[src/rtl/seg_display_pkg.sv]
// Shared constants for the front-panel seven-segment display engine.
package seg_display_pkg;

    // Which of the four CPU words is on the display.
    typedef enum logic [1:0] {
        VIEW_LED    = 2'd0,
        VIEW_ALL    = 2'd1,
        VIEW_BRANCH = 2'd2,
        VIEW_JMP    = 2'd3
    } view_e;

    // All digits off / all segments off (common anode, active-low).
    localparam logic [7:0] BLANK = 8'hFF;

    // Active-low segment patterns, bit order g..a, indexed by nibble value.
    localparam logic [6:0] HEX_SEG [16] = '{
        7'h40, 7'h79, 7'h24, 7'h30, 7'h19, 7'h12, 7'h02, 7'h78,
        7'h00, 7'h10, 7'h08, 7'h03, 7'h46, 7'h21, 7'h06, 7'h0E
    };

    function automatic logic [6:0] hex_to_seg(input logic [3:0] nibble);
        return HEX_SEG[nibble];
    endfunction

endpackage

[src/rtl/debounce_pulse.sv]
// Button conditioner: 2-flop synchroniser, stability counter, rising-edge pulse.
module debounce_pulse #(
    parameter int DEBOUNCE_CYC = 1000000
) (
    input  logic clk,
    input  logic clr,
    input  logic raw,
    output logic level,
    output logic press
);

    localparam int CNT_W = $clog2(DEBOUNCE_CYC);

    logic             sync1;
    logic             sync2;
    logic             level_q;
    logic [CNT_W-1:0] stable_cnt;

    // Bring the asynchronous button level into the clk domain.
    // NOTE: sequential state uses non-blocking assignments so every flop samples pre-edge values.
    always_ff @(posedge clk or negedge clr) begin
        if (!clr) begin
            sync1 <= 1'b0;
            sync2 <= 1'b0;
        end else begin
            sync1 <= raw;
            sync2 <= sync1;
        end
    end

    // Accept a new level only after it has differed for DEBOUNCE_CYC cycles in a row.
    always_ff @(posedge clk or negedge clr) begin
        if (!clr) begin
            stable_cnt <= '0;
            level      <= 1'b0;
        end else if (sync2 == level) begin
            stable_cnt <= '0;
        end else if (stable_cnt == CNT_W'(DEBOUNCE_CYC - 1)) begin
            stable_cnt <= '0;
            level      <= ~level;
        end else begin
            stable_cnt <= stable_cnt + 1'b1;
        end
    end

    // Delayed copy of the accepted level for edge detection.
    always_ff @(posedge clk or negedge clr) begin
        if (!clr) begin
            level_q <= 1'b0;
        end else begin
            level_q <= level;
        end
    end

    // One-cycle pulse on each accepted press; releases produce nothing.
    assign press = level & ~level_q;

endmodule

[src/rtl/seg_scan_display.sv]
// Scans one of four 32-bit CPU words across an 8-digit common-anode display.
module seg_scan_display
    import seg_display_pkg::*;
#(
    parameter int SCAN_DIV     = 100000,
    parameter int DEBOUNCE_CYC = 1000000
) (
    input  logic        clk,
    input  logic        clr,
    input  logic [31:0] Leddata,
    input  logic [31:0] Count_all,
    input  logic [31:0] Count_branch,
    input  logic [31:0] Count_jmp,
    input  logic        Sel_btn,
    output logic [7:0]  AN,
    output logic [7:0]  SEG,
    output logic [1:0]  View
);

    localparam int DIV_W = $clog2(SCAN_DIV);

    logic [DIV_W-1:0] div_cnt;
    logic             tick;
    logic [2:0]       digit;
    logic [2:0]       digit_nxt;
    logic             frame_wrap;
    logic [31:0]      snap;
    logic [31:0]      snap_nxt;
    logic [31:0]      view_word;
    logic             blank;
    logic             blank_nxt;
    logic [3:0]       nibble;
    logic             dp_n;
    logic             btn_level;
    logic             btn_press;

    debounce_pulse #(
        .DEBOUNCE_CYC(DEBOUNCE_CYC)
    ) u_sel_btn (
        .clk   (clk),
        .clr   (clr),
        .raw   (Sel_btn),
        .level (btn_level),
        .press (btn_press)
    );

    assign tick = (div_cnt == DIV_W'(SCAN_DIV - 1));

    // Digit-slot divider: free-running 0..SCAN_DIV-1.
    always_ff @(posedge clk or negedge clr) begin
        if (!clr) begin
            div_cnt <= '0;
        end else if (tick) begin
            div_cnt <= '0;
        end else begin
            div_cnt <= div_cnt + 1'b1;
        end
    end

    // Each accepted press steps to the next view, 3 wrapping to 0.
    always_ff @(posedge clk or negedge clr) begin
        if (!clr) begin
            View <= VIEW_LED;
        end else if (btn_press) begin
            View <= View + 2'd1;
        end
    end

    // Next digit slot and the word it will show; a new frame captures the current view.
    // NOTE: every always_comb output gets a default first so no path can infer a latch.
    always_comb begin
        view_word  = Leddata;
        digit_nxt  = digit + 3'd1;
        frame_wrap = (digit == 3'd7);
        case (view_e'(View))
            VIEW_LED:    view_word = Leddata;
            VIEW_ALL:    view_word = Count_all;
            VIEW_BRANCH: view_word = Count_branch;
            VIEW_JMP:    view_word = Count_jmp;
            default:     view_word = Leddata;
        endcase
        snap_nxt  = frame_wrap ? view_word : snap;
        blank_nxt = blank & ~frame_wrap;
        nibble    = snap_nxt[{digit_nxt, 2'b00} +: 4];
        dp_n      = (digit_nxt != View);
    end

    // Advance scan position, snapshot the word once per frame, register the drive pattern.
    always_ff @(posedge clk or negedge clr) begin
        if (!clr) begin
            digit <= 3'd7;
            snap  <= '0;
            blank <= 1'b1;
            AN    <= BLANK;
            SEG   <= BLANK;
        end else if (tick) begin
            digit <= digit_nxt;
            snap  <= snap_nxt;
            blank <= blank_nxt;
            if (blank_nxt) begin
                AN  <= BLANK;
                SEG <= BLANK;
            end else begin
                AN  <= ~(8'd1 << digit_nxt);
                SEG <= {dp_n, hex_to_seg(nibble)};
            end
        end
    end

endmodule

[config.mk]
export PLATFORM = sky130hd
export DESIGN_NAME = seg_scan_display
export DESIGN_NICKNAME = d
export VERILOG_FILES = /design/src/rtl/seg_display_pkg.sv /design/src/rtl/debounce_pulse.sv /design/src/rtl/seg_scan_display.sv
export SDC_FILE = /design/constraint.sdc
export NUM_CORES = 1
export LEC_CHECK = 0
export ABC_AREA = 0
export CELL_PAD_IN_SITES_DETAIL_PLACEMENT = 1
export CELL_PAD_IN_SITES_GLOBAL_PLACEMENT = 1
export CORE_MARGIN = 4
export CORE_UTILIZATION = 25
export CTS_CLUSTER_DIAMETER = 100
export CTS_CLUSTER_SIZE = 40
export DETAILED_ROUTE_END_ITERATION = 16
export GPL_TIMING_DRIVEN = 0
export PLACE_DENSITY = 0.66
export SLEW_MARGIN = 40
export SYNTH_ARGS = -nofsm -noshare
export SYNTH_HDL_FRONTEND = slang
export SYNTH_SLANG_ARGS = --single-unit
[constraint.sdc]
create_clock -name clk -period 4.28 [get_ports clk]
set_clock_uncertainty 0.05 [all_clocks]
set_input_delay 1.284 -clock clk [delete_from_list [all_inputs] [get_ports clk]]
set_output_delay 1.284 -clock clk [all_outputs]
set_load 0.02 [all_outputs]
-- Word level (Yosys, flattened, before mapping)
Memories as Yosys holds them, arrays and structs flattened.
Index checks and enable logic that the tools add are counted.
- add/sub/neg operators: 4
- shift-type cells: 2
- $lt $le $gt $ge: 1
- equality and inequality tests: 8
- multiplexer cells: 9
- reductions and logical operators: 2
- bitwise operators: 8
- operators by type and width (kind ; number):
    $pmux 32 s4 ; 1
    $mux 20 ; 2
    $mux 32 ; 1
    $shiftx 32x6->4 ; 1
    $add 20x1->20 const B ; 1
    $eq 20x20->1 const B ; 1
    $add 17x1->17 const B ; 1
    $eq 17x17->1 const B ; 1
    $mux 17 ; 1
    $mux 8 ; 2
    $mux 7 ; 2
    $not 8->8 ; 1
    $shl 1x3->8 const A ; 1
    $ge 5x5->1 const B ; 1
    $not 4->5 ; 1
    $eq 2x2->1 const B ; 2
    $not 1->1 ; 4
    $add 3x1->3 const B ; 1
    $eq 3x3->1 const B ; 1
    $ne 3x2->1 ; 1
    $add 2x1->2 const B ; 1
    $and 1x1->1 ; 2
    $eq 2x1->1 const B ; 1
    $logic_not 2->1 ; 1
    other kinds (2) ; 2
- output and inout bits: 18
- memories: 1
- ROM bits: 112
- input bits: 131
- register bits: 95
- logic and storage cells: 47
- memory list (memory ; depth ; bits a word ; read ports ; clocked after Yosys merged registers in ; wr ports ; RTL line ; source):
    (no name shown) ; 16 ; 7 ; 1 ; 0 ; 0 ; seg_display_pkg.sv:22 ; return HEX_SEG[nibble];

-- Depth between registers and ports, before layout
Gate-level depths: netlist of run 1.
- word-level depth: 9
- gate-level depth with buffers: 18
- gate-level depth less buffers: 14

-- Cells and area by module
From an unflattened synthesis of run 1, not the netlist that was laid out.
- cells, all modules: 585
- area total of the unflattened synthesis: 5789.3 µm²
- by module, submodules not included (module ; times used ; cells each ; area each (µm²) ; seq. area each (µm²)):
    seg_scan_display ; 1 ; 475 ; 4643.2 ; 1801.7
    debounce_pulse ; 1 ; 110 ; 1146.1 ; 600.6

-- Worst setup path after synthesis of run 1
OpenSTA, ideal clock, no wires.
- path kind: input -> register
- from: input port Count_branch[17]
- to: register SEG[5]
- stages: 12
- buffers on the path: 0
- data required time: 4147 ps
- slack: 971 ps
- arrival: 3176 ps
- library setup time: 83 ps
- cell sequence: a222oi_1 -> a21oi_1 -> mux4_2 -> nand2_1 -> o21ai_0 -> nand4_1 -> inv_1 -> ha_1 -> inv_1 -> mux2i_1 -> a221oi_1 -> nor2_1
- longest elaborated chain between the ends: 8
- ends and longest elaborated chain (element ; RTL line ; source):
    start: declaration ; seg_scan_display.sv:12 ; input logic [31:0] Count_branch,
    $pmux 32 s4 ; seg_scan_display.sv:75 ; case (view_e'(View))
    $mux 32 ; seg_scan_display.sv:82 ; snap_nxt = frame_wrap ? view_word : snap;
    $shiftx 32x6->4 ; seg_scan_display.sv:84 ; nibble = snap_nxt[{digit_nxt, 2'b00} +: 4];
    $not 4->5 (not written as such) ; seg_display_pkg.sv:22 ;
    $mem_v2 16x7 ; - ;
    $mux 7 (not written as such) (2 in series) ; seg_display_pkg.sv:22 ;
    $mux 8 ; seg_scan_display.sv:100 ; if (blank_nxt) begin
    end signal: assignment ; seg_scan_display.sv:105 ; SEG <= {dp_n, hex_to_seg(nibble)};
    end: declaration ; seg_scan_display.sv:16 ; output logic [7:0] SEG,
Every way passes these cells. The select of a mux whose other input is x is not followed.
A chain may end at the register's enable or synchronous reset.

-- Worst setup path after layout of run 1
- from: register digit[0]
- to: register SEG[0]
- elaborated cells on any way between the ends: 11
- classes of those cells: add/sub (1); eq/ne (1); shift (1); mux (4); bitwise (3); memory (1)
- RTL lines (element ; RTL line ; source):
    start: declaration ; seg_scan_display.sv:24 ; logic [2:0] digit;
    start signal: assignment ; seg_scan_display.sv:97 ; digit <= digit_nxt;
    $add 3x1->3 ; seg_scan_display.sv:73 ; digit_nxt = digit + 3'd1;
    named net digit_nxt[0] ; seg_scan_display.sv:25 ; logic [2:0] digit_nxt;
    $shiftx 32x6->4 ; seg_scan_display.sv:84 ;
    $not 4->5 (not written as such) ; seg_display_pkg.sv:22 ;
    $mem_v2 16x7 ; - ;
    $mux 7 (not written as such) (2 in series) ; seg_display_pkg.sv:22 ;
    $mux 8 ; seg_scan_display.sv:100 ;
The timed path passes the listed nets, and every way through them passes these cells. The select of a mux whose other input is x is not followed.

==> reports/results.txt, run 1 <==
The flow ran to the end, and the final reports show no timing, DRC or antenna violations. The vertical extent of the die came out at 158 µm. The run gives 5,621 as the via count of the first global-routing pass. The number of synthesized flops with an enable pin is 0. The register clock-pin slew on the reported worst setup and hold paths came out at 70 ps. In this run the static leakage power is 3.08 nW. The tools report the maximum resistive drop on vdd as 0.153 mV. Traced cell by cell, the critical path runs through buf_2 > inv_1 > buf_1 > ha_1 > clkbuf_2 > nand2_1 > a211oi_1 > o22ai_1 > o311ai_0 > o221ai_2 > ha_1 > or3_1 > o22ai_1 > a21oi_1.

The die is 158 µm wide. The largest family of logic cells by synthesized area is compound AO/OA/AOI/OAI gates. The most used flip-flop cell after synthesis is sky130_fd_sc_hd__dfrtp_1. In this run, distinct cell masters in the synthesized netlist total 52. For the TritonCTS buffer count, the log shows 9.

The clock reaches the later pin of the worst-skew pair after 350 ps. After global routing the overflow that remains totals 0. During placement, the flow inserted port buffers numbering 148.

Maximum fanout along the worst path: 11. The cell area after layout is 7820 µm², and the count of standard-cell rows is 54. The tools report the hold path startpoint as u_sel_btn.sync1.

The run gives 53.9% as the relative slew slack. The count of cell instances traversed by the critical path came out at 14. After detailed routing, the total wire length is 17,700 µm. The clock tree root driver cell was sky130_fd_sc_hd__clkbuf_16.

Measured in cells, the most critical reg-to-reg path has a length of 14. The final critical path takes up 92.1% of the cycle. The global-route total usage across every layer is 14.5%, and the vias per cell is 4.98.

The post-synth design cell area is 5620 µm². Clock tree synthesis found a total of 95 sinks. The post-synthesis adder-cell area fraction was 4.01%; the share of flip-flops with an asynchronous set or reset after synthesis was 100%. The net count after synthesis came out at 755. Setup repair after global routing left no endpoint under its margin. Layout-stage area growth over the synthesis result: 39.2%. In the synthesized netlist, the number of instances is 606.

On the final layout, the worst hold slack is 311 ps. The worst register-to-register path begins at digit[0]. The tool flagged a number of max-cap violations equal to 0.

The floorplan step defined a die boundary enclosing 24,900 µm². The standard cell core area was 22,000 µm². The switching power as a share of total power is 20.9%, and the data required time at the worst endpoint is 4510 ps. For the number of placed instances with taps included, the log shows 1,035. The cell family contributing the most delay on the critical path is buffers and inverters. For the finished layout, the period the worst path requires is 3940 ps.

TritonCTS built the clock tree. The run gives 2 as the worst-case clock buffer depth. The post-route netlist has 10.1% of its cells at a drive strength greater than 1. The min-delay analysis places its worst path in the category reg -> reg. The logs give 0 for the count of endpoints failing hold in the final timing report and 0 for the count of nets left with antenna violations after detail routing. Dividing the synthesized area by the synthesized cell count gives 9.27 µm². The Yosys step of the flow raised 0 warnings. The synthesized netlist devotes 20.5% of its cell area to compound gates. The number of hold buffers added after CTS was 0; the starting density of the core was 25.6%.

The delay of the slowest cell on the worst path works out to 540 ps. The logs give 73 for the pin count of the biggest net entering global routing and 46.7% for the sequential share of power. The run gives 0 as the residual DRC count. The post-placement setup slack is -62.1 ps, and the slew of the pin with the lowest slew margin is 691 ps. The placed instance area is 7480 µm², and the count of non-filler cells in the finished layout is 1,053. The worst setup path is launched from a register.

The portion of netlist area occupied by mux cells was 6.31%; the max-slew violation count was 0. The initial antenna violation count is 0. In this run the register-to-register setup slack is 340 ps. The post-synthesis register bit count works out to 95. In this run the power density over the cells is 248 nW/µm². H-tree depth reported by CTS: 3. After Yosys synthesis, and, or, nand and nor cells account for 16.4% of the synthesized area. After the last flow step, the layout net total stands at 916. The critical path's slowest cell was sky130_fd_sc_hd__dfstp_2.

Based on the critical path, the design can be clocked at up to 0.254 GHz. The critical path contains buffers and inverters numbering 4 combined. STA classifies the critical path endpoint as a register. Counting instances, the worst hold path has a depth of 0. The iteration count of the initial detailed-routing pass was 8; the critical path data arrival time was 4170 ps. Once detailed placement completed, the half-perimeter wirelength came to 13,900 µm. After synthesis, flip-flops and latches occupy 42.8% of the total area.

Internal power comes to 1.54 mW. The routed wirelength normalized by instance count works out to 16.8 µm. The I/O pin total came out at 149. The worst hold path terminates at u_sel_btn.sync2. For this block, the initial DRC count from the detailed router was 314. The clock share of power was 44.3%; the final worst slack was 340 ps.

Routability-driven placement finished with a final weighted congestion of 0.760. Critical setup path kind: reg -> reg. The first global-routing pass estimated 29,000 µm of wire.

In this run the power spent charging and discharging nets is 0.406 mW. Setup violations remaining at the end of the flow were counted as 0. Summing the areas of all xor and xnor instances in the mapped netlist gives 5.46% of the synthesized area.

The endpoint identified for the worst register-to-register timing path is SEG[0]. The via count of the routed design was 5,246; the combinational fraction of design power was 8.9%.
-- cells in the mapped netlist, drive strengths merged, types with 4 or more instances --
cell type | instances | area (µm²)
dfrtp | 75 | 1880
nor2 | 60 | 225
nand2 | 54 | 203
a21oi | 45 | 225
o21ai | 38 | 190
a222oi | 26 | 260
buf | 21 | 103
clkbuf | 20 | 75.1
dfstp | 20 | 526
inv | 20 | 75.1
nor2b | 20 | 125
xnor2 | 20 | 175
ha | 18 | 225
nand3 | 18 | 90.1
mux2 | 15 | 169
xor2 | 15 | 131
mux2i | 14 | 140
a21o | 8 | 60.1
and3 | 8 | 50.1
a221oi | 7 | 61.3
a22oi | 7 | 52.6
a31oi | 7 | 43.8
nor3 | 7 | 35.0
o22ai | 7 | 43.8
nand4 | 6 | 37.5
or3 | 6 | 37.5
and2 | 5 | 31.3
a211o | 4 | 35.0
a211oi | 4 | 30.0
nand2b | 4 | 25.0
-- stage by stage --
step           power [mW]  setup TNS, ps  utilization [%]
2_1_floorplan       0.947              0                -
3_3_place_gp         1.09        -154820             33.9
3_5_place_dp         1.10           -133             34.1
4_1_cts              1.97              0             35.5
5_1_grt              2.02              0             35.6
6_report             1.94              0             35.6
-- worst max-delay path by stage --
stage / start / endpoint / slack [ps]
2_1_floorplan: Count_branch[17] / SEG[5] / 970
3_3_place_gp: clr / div_cnt[4] / -1890
3_5_place_dp: digit[0] / SEG[0] / -60
4_1_cts: digit[0] / SEG[0] / 150
5_1_grt: digit[0] / SEG[6] / 80
6_report: digit[0] / SEG[0] / 340
-- kinds of logic after synthesis --
logic type,after synthesis
multiplexers,31
flip-flops,95
XOR/XNOR,35
buffers and inverters,61
adder cells (fa/ha/maj),18
AO/OA/AOI/OAI,170
AND/OR/NAND/NOR,196
-- worst register-to-register path, stage by stage, from the launching register on --
cell,delay (ps)
sky130_fd_sc_hd__dfstp_2,540
sky130_fd_sc_hd__buf_2,250
sky130_fd_sc_hd__inv_1,140
sky130_fd_sc_hd__buf_1,340
sky130_fd_sc_hd__ha_1,470
sky130_fd_sc_hd__clkbuf_2,290
sky130_fd_sc_hd__nand2_1,150
sky130_fd_sc_hd__a211oi_1,200
sky130_fd_sc_hd__o22ai_1,110
sky130_fd_sc_hd__o311ai_0,160
sky130_fd_sc_hd__o221ai_2,330
sky130_fd_sc_hd__ha_1,290
sky130_fd_sc_hd__or3_1,370
sky130_fd_sc_hd__o22ai_1,130
sky130_fd_sc_hd__a21oi_1,60
-- routing by layer --
layer / up-vias / wire length [µm] / share of wire, % / global-route usage, %
li1: 2534 / - / - / -
met1: 2590 / 8320 / 47 / 19.4
met2: 110 / 8460 / 48 / 24.4
met3: 12 / 693 / 3.9 / 2.71
met4: 0 / 198 / 1.1 / 3.24
met5: - / 0 / 0 / 0
-- timing repair --
item,4_1_cts,5_1_grt
gates resized for setup,1,3
buffers inserted,0,1
setup endpoints to repair,6,6
pin swaps,0,1
-- state kept, by name, summed over array words and instances, names as in the netlist, 2 cells and up --
register,count
AN,8
SEG,8
View,2
digit,3
div_cnt,17
snap,32
u_sel_btn.stable_cnt,20
-- final cells by class --
cell class / count / area, µm²
diodes: 1 / 2.50
well taps: 280 / 350
clock buffers: 11 / 233
flip-flops and latches: 95 / 2400
inverters: 20 / 75.1
plain buffers: 41 / 180
multi-input cells: 450 / 2970
clock inverters: 5 / 82.6
repair buffers: 150 / 1520
fillers: 2522 / 14100
-- power by group through the flow --
stage	logic [mW]	clock network, mW	registers, mW
after detailed placement	0.177	0	0.924
after CTS	0.177	0.889	0.907
final	0.173	0.861	0.907
after floorplan	0.0234	0	0.924
after global placement	0.169	0	0.924
after global routing	0.189	0.919	0.908
-- placed cells by master, fill, tap and decap left out, drive strengths merged, types with 24 or more instances in the layout --
cell / count
a222oi: 26
o21ai: 38
clkdlybuf4s50: 147
dfrtp: 75
nand2: 54
nor2: 60
clkbuf: 31
a21oi: 45
buf: 24
No activity file was read; power rests on OpenSTA's default activity.
==> inputs of run 2 (changes only) <==
- PLACE_DENSITY: 0.66 -> 0.65
- SYNTH_HIERARCHICAL: not set -> 1
==> run 2 against run 1 <==
Compared with the run above:
- core utilization decreased by 0.31 points
- combinational power decreased by 3%
- design area increased by 2.5%
- global-route usage decreased by 0.22 points
- count of clock-buffer cells in the layout decreased by 2
- critical path depth increased by 1
- largest cell class unchanged
==> reports/results.txt, run 2 <==
The flow ran to the end, and the final reports show no timing, DRC or antenna violations. For the count of nets left with antenna violations after detail routing, the log shows 0 (unchanged). The tools report the maximum resistive drop on vdd as 0.154 mV (+0.43%). The critical path is of the reg -> reg type. TritonCTS built the clock tree.

The busiest metal layer after global routing was met2. Number of hold buffers added after CTS: 0 (unchanged). The tools report the total chip power as 1.95 mW (+0.58%).

The logs give 9 (unchanged) for the TritonCTS buffer count and 3140 µm² (+5.5%) for the area used by multi-input combinational logic. The HPWL reported at the end of detailed placement is 14,200 µm (+2.4%), and the minimum clock period after layout is 3990 ps (+45.3 ps). The tools report the clock sink count as 95 (unchanged). Logic depth of the worst register-to-register path: 15 (+1). The cell family contributing the most delay on the critical path is compound AO/OA/AOI/OAI gates.

For the I/O pin total, the log shows 149 (unchanged). The number of setup violations in the final report is 0 (unchanged). The register with the most flip-flops in the final layout is snap.

The synthesis warning total is 6 (+6), and the H-tree depth reported by CTS is 3 (unchanged). The run gives 5790 µm² (+3.1%) as the post-synth design cell area. Post-synthesis register bit count: 95 (unchanged).

The logs give 0 (unchanged) for the max-slew violation count and 0 (unchanged) for the overflow left after global routing. Critical path data arrival time: 4200 ps (+30 ps). After synthesis, the largest family of logic cells by area is compound AO/OA/AOI/OAI gates. The logs give 0.251 GHz (-1.1%) for the maximum frequency from static timing analysis and 25.5% (-0.080 points) for the starting density of the core. Yosys attributes the largest share of cell area to sky130_fd_sc_hd__dfrtp_1 32%, sky130_fd_sc_hd__dfstp_2 9.1%, sky130_fd_sc_hd__a222oi_1 4.7%, sky130_fd_sc_hd__mux2_2 4.5%, sky130_fd_sc_hd__ha_1 3.9%. Post-synthesis adder-cell area fraction: 3.89% (-0.12 points).

Of all cell types, the one taking the most synthesized area is sky130_fd_sc_hd__dfrtp_1. The tools report the data required time at the worst endpoint as 4500 ps (about the same). The tools report the count of standard-cell rows as 55 (+1.9%).

The slew of the pin with the lowest slew margin was 651 ps (-39.9 ps); the share of layout cells above drive strength 1 was 14.1% (+4.0 points). The floorplan die width works out to 160 µm (+1.5%). The run gives 298 ps (-13.1 ps) as the hold slack.

The critical path goes through ha_1 > ha_1 > clkinvlp_4 > buf_2 > buf_1 > a211oi_1 > o221ai_1 > o211ai_1 > o31ai_4 > inv_1 > ha_1 > inv_1 > a21oi_1 > o2bb2ai_1 > a211oi_1. The most used flip-flop cell after synthesis is sky130_fd_sc_hd__dfrtp_1. The parity-gate share of the synthesized area counting xor and xnor cells is 5.14% (-0.32 points). The residual DRC count was 0 (unchanged). The met1 routing resource usage after global routing was 19.2% (-0.19 points). The count of routing violations after the opening detailed-route iteration came out at 349 (+11%). Count of different cell masters after synthesis: 71 (+37%). The logs give 0 (-1) for the count of inserted antenna diode cells and 14.3% (-0.22 points) for the global-route total usage across every layer. Number of I/O port buffers: 148 (unchanged). The area share of the largest cell type after synthesis is 32.4% (-1.0 points). The most common library cell in the layout ignoring fill and taps was sky130_fd_sc_hd__clkdlybuf4s50_1.

The endpoint of the worst register-to-register path was SEG[4]. The count of endpoints failing hold in the final timing report is 0 (unchanged), and the standard cell core area is 22,700 µm² (+3.4%). The tools report the first-pass GRT wire length as 29,600 µm (+1.9%). For the relative slew slack, the log shows 56.6% (+2.7 points).

The run gives 23.6% (-0.82 points) as the met2 usage in global routing. The tools report the critical path startpoint category as a register. Hold-critical path depth: 0 (unchanged).

The cell area after layout is 8020 µm² (+2.5%). The average footprint of a synthesized cell came out at 9.90 µm² (+6.8%). The simple-gate portion of the synthesized area was 16.9% (+0.52 points). The tools report the kind of end point of the critical path as a register. The number of flip-flops under the largest register name is 32 (unchanged), and the placed instance area is 7670 µm² (+2.5%).

The slowest stage of the critical path belongs to the cell sky130_fd_sc_hd__dfstp_2. The startpoint identified for the worst hold timing path is u_sel_btn/sync1. Share of flip-flops with an asynchronous set or reset after synthesis: 100% (unchanged). The number of buffers and inverters on the critical path is 5 (+1). The run gives 734 (-2.8%) as the net count after synthesis. For the initial antenna violation count, the log shows 0 (unchanged). The final layout net count came out at 894 (-2.4%). After synthesis, the most frequently instantiated cells are 75 x sky130_fd_sc_hd__dfrtp_1, 50 x sky130_fd_sc_hd__nor2_1, 42 x sky130_fd_sc_hd__a21oi_1. The portion of netlist area occupied by mux cells is 5.94% (-0.36 points).

Most common cell in the netlist: sky130_fd_sc_hd__dfrtp_1. The wire length after detailed routing came out at 18,400 µm (+4.0%). The layout-stage area growth over the synthesis result was 38.4%.

The logs give 2 (unchanged) for the worst-case clock buffer depth and 585 (-3.5%) for the number of standard cells after synthesis. The largest registers in the layout are snap: 32 flops, u_sel_btn/stable_cnt: 20 flops, div_cnt: 17 flops. Setup repair after global routing left no endpoint under its margin. The portion of the clock cycle consumed by the worst path in the final layout came out at 93.1% (+1.1 points).

The logs give 0 (unchanged) for the number of max-cap violations and 41.5% (-1.3 points) for the proportion of synthesized chip area in sequential cells. The logs give 350 ps (about the same) for the source-to-sink clock delay at the later pin of the worst-skew pair and 2,629 (+4.2%) for the filler cell count in the final layout. Area fraction in compound gates after synthesis: 21.8% (+1.2 points). The run gives 290 ps (-50 ps) as the reg2reg setup slack.

The routed wirelength normalized by instance count is 17.8 µm (+5.8%). The number of synthesized flops with an enable pin was 0 (unchanged); the overall die area was 25,700 µm² (+2.9%). For the via count of the first global-routing pass, the log shows 5,367 (-4.5%). The maximum fanout along the worst path was 10 (-1); the via count of the routed design was 5,175 (-1.4%). In the layout the commonest cells are 147 x sky130_fd_sc_hd__clkdlybuf4s50_1, 75 x sky130_fd_sc_hd__dfrtp_1, 50 x sky130_fd_sc_hd__nor2_1. For the leakage power summed over all cells, the log shows 3.07 nW (-0.34%). The post-CTS setup buffer count was 0 (unchanged); the count of cells resized by post-cts repair was 1 (unchanged).

The vertical extent of the die came out at 160 µm (+1.5%). Clock tree root driver cell: sky130_fd_sc_hd__clkbuf_16. The vias per cell is 5.00 (+0.36%).

Most frequent cell on the critical path: sky130_fd_sc_hd__ha_1. The total power density per cell area was 244 nW/µm² (-1.9%); the setup TNS was 0 ps (unchanged). The area taken by flip-flops and latches is 2400 µm² (unchanged).

Met3 track demand over resource: 2.43% (-0.28 points). The worst register-to-register path begins at digit[0]. The run gives 0.738 (-2.9%) as the global placement routability congestion. The delay of the slowest cell on the worst path was 620 ps (+80 ps).

The worst hold path terminates at u_sel_btn/sync2. The iteration count of the initial detailed-routing pass was 7 (-1). The register clock-pin slew on the reported worst setup and hold paths is 70 ps (about the same). Pin count of the biggest net entering global routing: 50 (-32%).

The min-delay analysis places its worst path in the category reg -> reg.
==> run 2: metal layers <==
layer / vias to the layer above / wire length, µm
met4: 0 / 263
met1: 2546 / 8680
met2: 95 / 8760
li1: 2513 / -
met3: 21 / 681
met5: - / 0
==> run 2: cell families (layout without fill, tap and decap cells) <==
group / after synthesis / after routing
adder cells (fa/ha/maj): 18 / 18
XOR/XNOR: 34 / 34
AND/OR/NAND/NOR: 183 / 183
flip-flops: 95 / 95
AO/OA/AOI/OAI: 173 / 173
buffers and inverters: 53 / 218
multiplexers: 29 / 29
==> run 2: report_power, final <==
group	total, mW	leakage, nW	internal, mW	switching [mW]
combinational	0.167	1.80	0.116	0.0503
clock	0.882	0.156	0.513	0.368
sequential	0.905	1.11	0.902	0.00335
==> run 2: area by class of cell <==
| class | instances | share of cell area (%) |
|---|---|---|
| buffer | 36 | 2.73 |
| clock buffer | 9 | 2.81 |
| clock inverter | 7 | 1.19 |
| inverter | 17 | 0.843 |
| multi-input combinational | 437 | 39.1 |
| sequential | 95 | 30.0 |
| tap | 285 | 4.45 |
| timing repair buffer | 149 | 18.9 |
==> run 2: metrics by stage <==
step	utilization, %	setup WS (ps)	cells
2_1_floorplan	-	753	585
3_3_place_gp	33.6	-1910	1018
3_5_place_dp	33.8	-47.8	1019
4_1_cts	35.2	150	1035
5_1_grt	35.3	11.3	1035
6_report	35.3	294	1035
==> run 2: how the worst max path moves through the flow <==
stage | to | slack (ps) | start | cells after the start
floorplan | SEG[2] | 750 | digit[0] | 12
global placement | snap[5] | -1910 | clr | 1
detailed placement | SEG[4] | -50 | Count_jmp[1] | 11
CTS | SEG[4] | 150 | digit[0] | 13
global route | SEG[4] | 10 | digit[0] | 15
finish | SEG[4] | 290 | digit[0] | 15
==> inputs of run 3 (changes only) <==
- CTS_CLUSTER_SIZE: 40 -> 20
==> results of run 3 <==
Final layout, timing and power as in run 2 (identical DEF).
==> RTL change 1 (settings of run 2) <==
Set the parameter `SCAN_DIV` to 200000 (it was 100000).
--- a/src/rtl/seg_scan_display.sv
+++ b/src/rtl/seg_scan_display.sv
@@ -4,3 +4,3 @@
 #(
-    parameter int SCAN_DIV     = 100000,
+    parameter int SCAN_DIV     = 200000,
     parameter int DEBOUNCE_CYC = 1000000
Formal check against the unedited RTL: no difference found for any inputs over 10 cycles, from zero or initial values; that may be too few to reach the edited logic, so the function may still have changed.
==> RTL change 1 against run 2 <==
  * Cell area down 1.1%
  * Power down 3.2%
  * Worst setup slack gained 0.081 ns
  * Hold slack improved by 0.011 ns
  * Die area decreased by 0.46%
  * Via count increased by 2.1%
  * Critical path depth decreased by 1
  * Routed wire length is 5.8% higher
  * Sequential cell count is 1 higher
  * Synthesized area down 0.48%
==> RTL change 1: results <==
set metrics [dict create \
    status "finished, final reports clean" \
    drtIter0Drc 313 \
    nFillCells 2590 \
    reg.largest.list "snap: 32 flops, u_sel_btn/stable_cnt: 20 flops, div_cnt: 18 flops" \
    timing.hold.ws_ns 0.309 \
    synth_cell_types 63 \
    crit_slowest_cell "clkbuf_1" \
    ir_drop_uv 194 \
    powerClk_w 0.000801 \
    yosys-top-cells-area "dfrtp_1 (33%), dfstp_2 (9.1%), a222oi_1 (4.7%)" \
    total_power_w 0.00189 \
    antenna_found_initial 0 \
    ctsResizeCount 0 \
    wl_per_cell_um 18.6 \
    start_util_pct 25.4 \
    pre_cts_ws_ns -0.153 \
    grt_use_total_pct 15.1 \
    crit_arrival_ns 4.13 \
    dp.cells 1030 \
    seq_share_pct 30.6 \
    ys_seq_area_share_pct 42.1 \
    core_sq_mm 0.0226 \
    synth_common_cells "dfrtp_1 (76), nor2_1 (63), a21oi_1 (47)" \
    synthesis.nets 745 \
    avgViaCountPerCell 5.06 \
    endpoint "SEG[6]" \
    area_share_nonclk_buffers_pct 21.0 \
    multi_input_area_share_pct 39.2 \
    min_period_over_period_pct 91.2 \
    place_area_sq_mm 0.00763 \
    first_pass_iters 4 \
    finalMaxSlewViolations 0 \
    leakage_nw 3.09 \
    grt_max_degree 54 \
    post-route-cell-area_sq_mm 0.00793 \
    layout.nets 904 \
    layout-drive-gt1-share_pct 11.1 \
    grt_pass1_vias 5524 \
    multi_input_gates 443 \
    cts_buffers 9 \
    vias 5283 \
    cts_sinks 96 \
    nClkBuffers 12 \
    dp_hpwl_mm 15.0 \
    rrSetupSlack_ns 0.38 \
    crit_fanout 19 \
    avgSynthCellArea_sq_um 9.67 \
    tightest_slew_ns 0.753 \
    slowest_delay_ns 0.45 \
    place_congestion 0.767 \
    p_sw_share_pct 22.0 \
    inverters 21 \
    signal_buffers 184 \
    seq-power_w 0.000918 \
    clock_area_share_pct 3.69 \
    worstRegToRegCells 14 \
    grt_pass1_wl_mm 31.0 \
]
RTL change 1: changes by cell type in the layout (fill, tap and decap cells not counted), moves of 4 or more:
cell / before / now
a21oi_1: 42 / 47
nor2b_1: 32 / 26
nand2b_1: 1 / 7
nor2_1: 50 / 63
clkbuf_1: 10 / 23
nand3_1: 17 / 13
nand2_1: 25 / 33
buf_6: 6 / 1
a21o_1: 15 / 11
buf_4: 6 / 0
o21ai_0: 19 / 15
RTL change 1: cells by family (layout without fill, tap and decap cells):
group | after synthesis | in the layout | synth area share (%)
AOI/OAI and AO/OA | 166 | 166 | 20.8
xor gates and xnor gates | 36 | 36 | 5.47
adders and majority gates | 18 | 18 | 3.91
buffers and inverters | 57 | 221 | 4.04
DFF | 96 | 96 | 42.1
muxes | 32 | 32 | 6.78
and+or+nand+nor | 191 | 191 | 16.9
RTL change 1: layer usage:
metal	GRT usage [%]	share of wire, %	up-vias
met4	3.25	1.0	0
met2	25.9	49	112
met5	0	0	-
met1	19.9	46	2631
li1	-	-	2527
met3	2.97	3.9	13
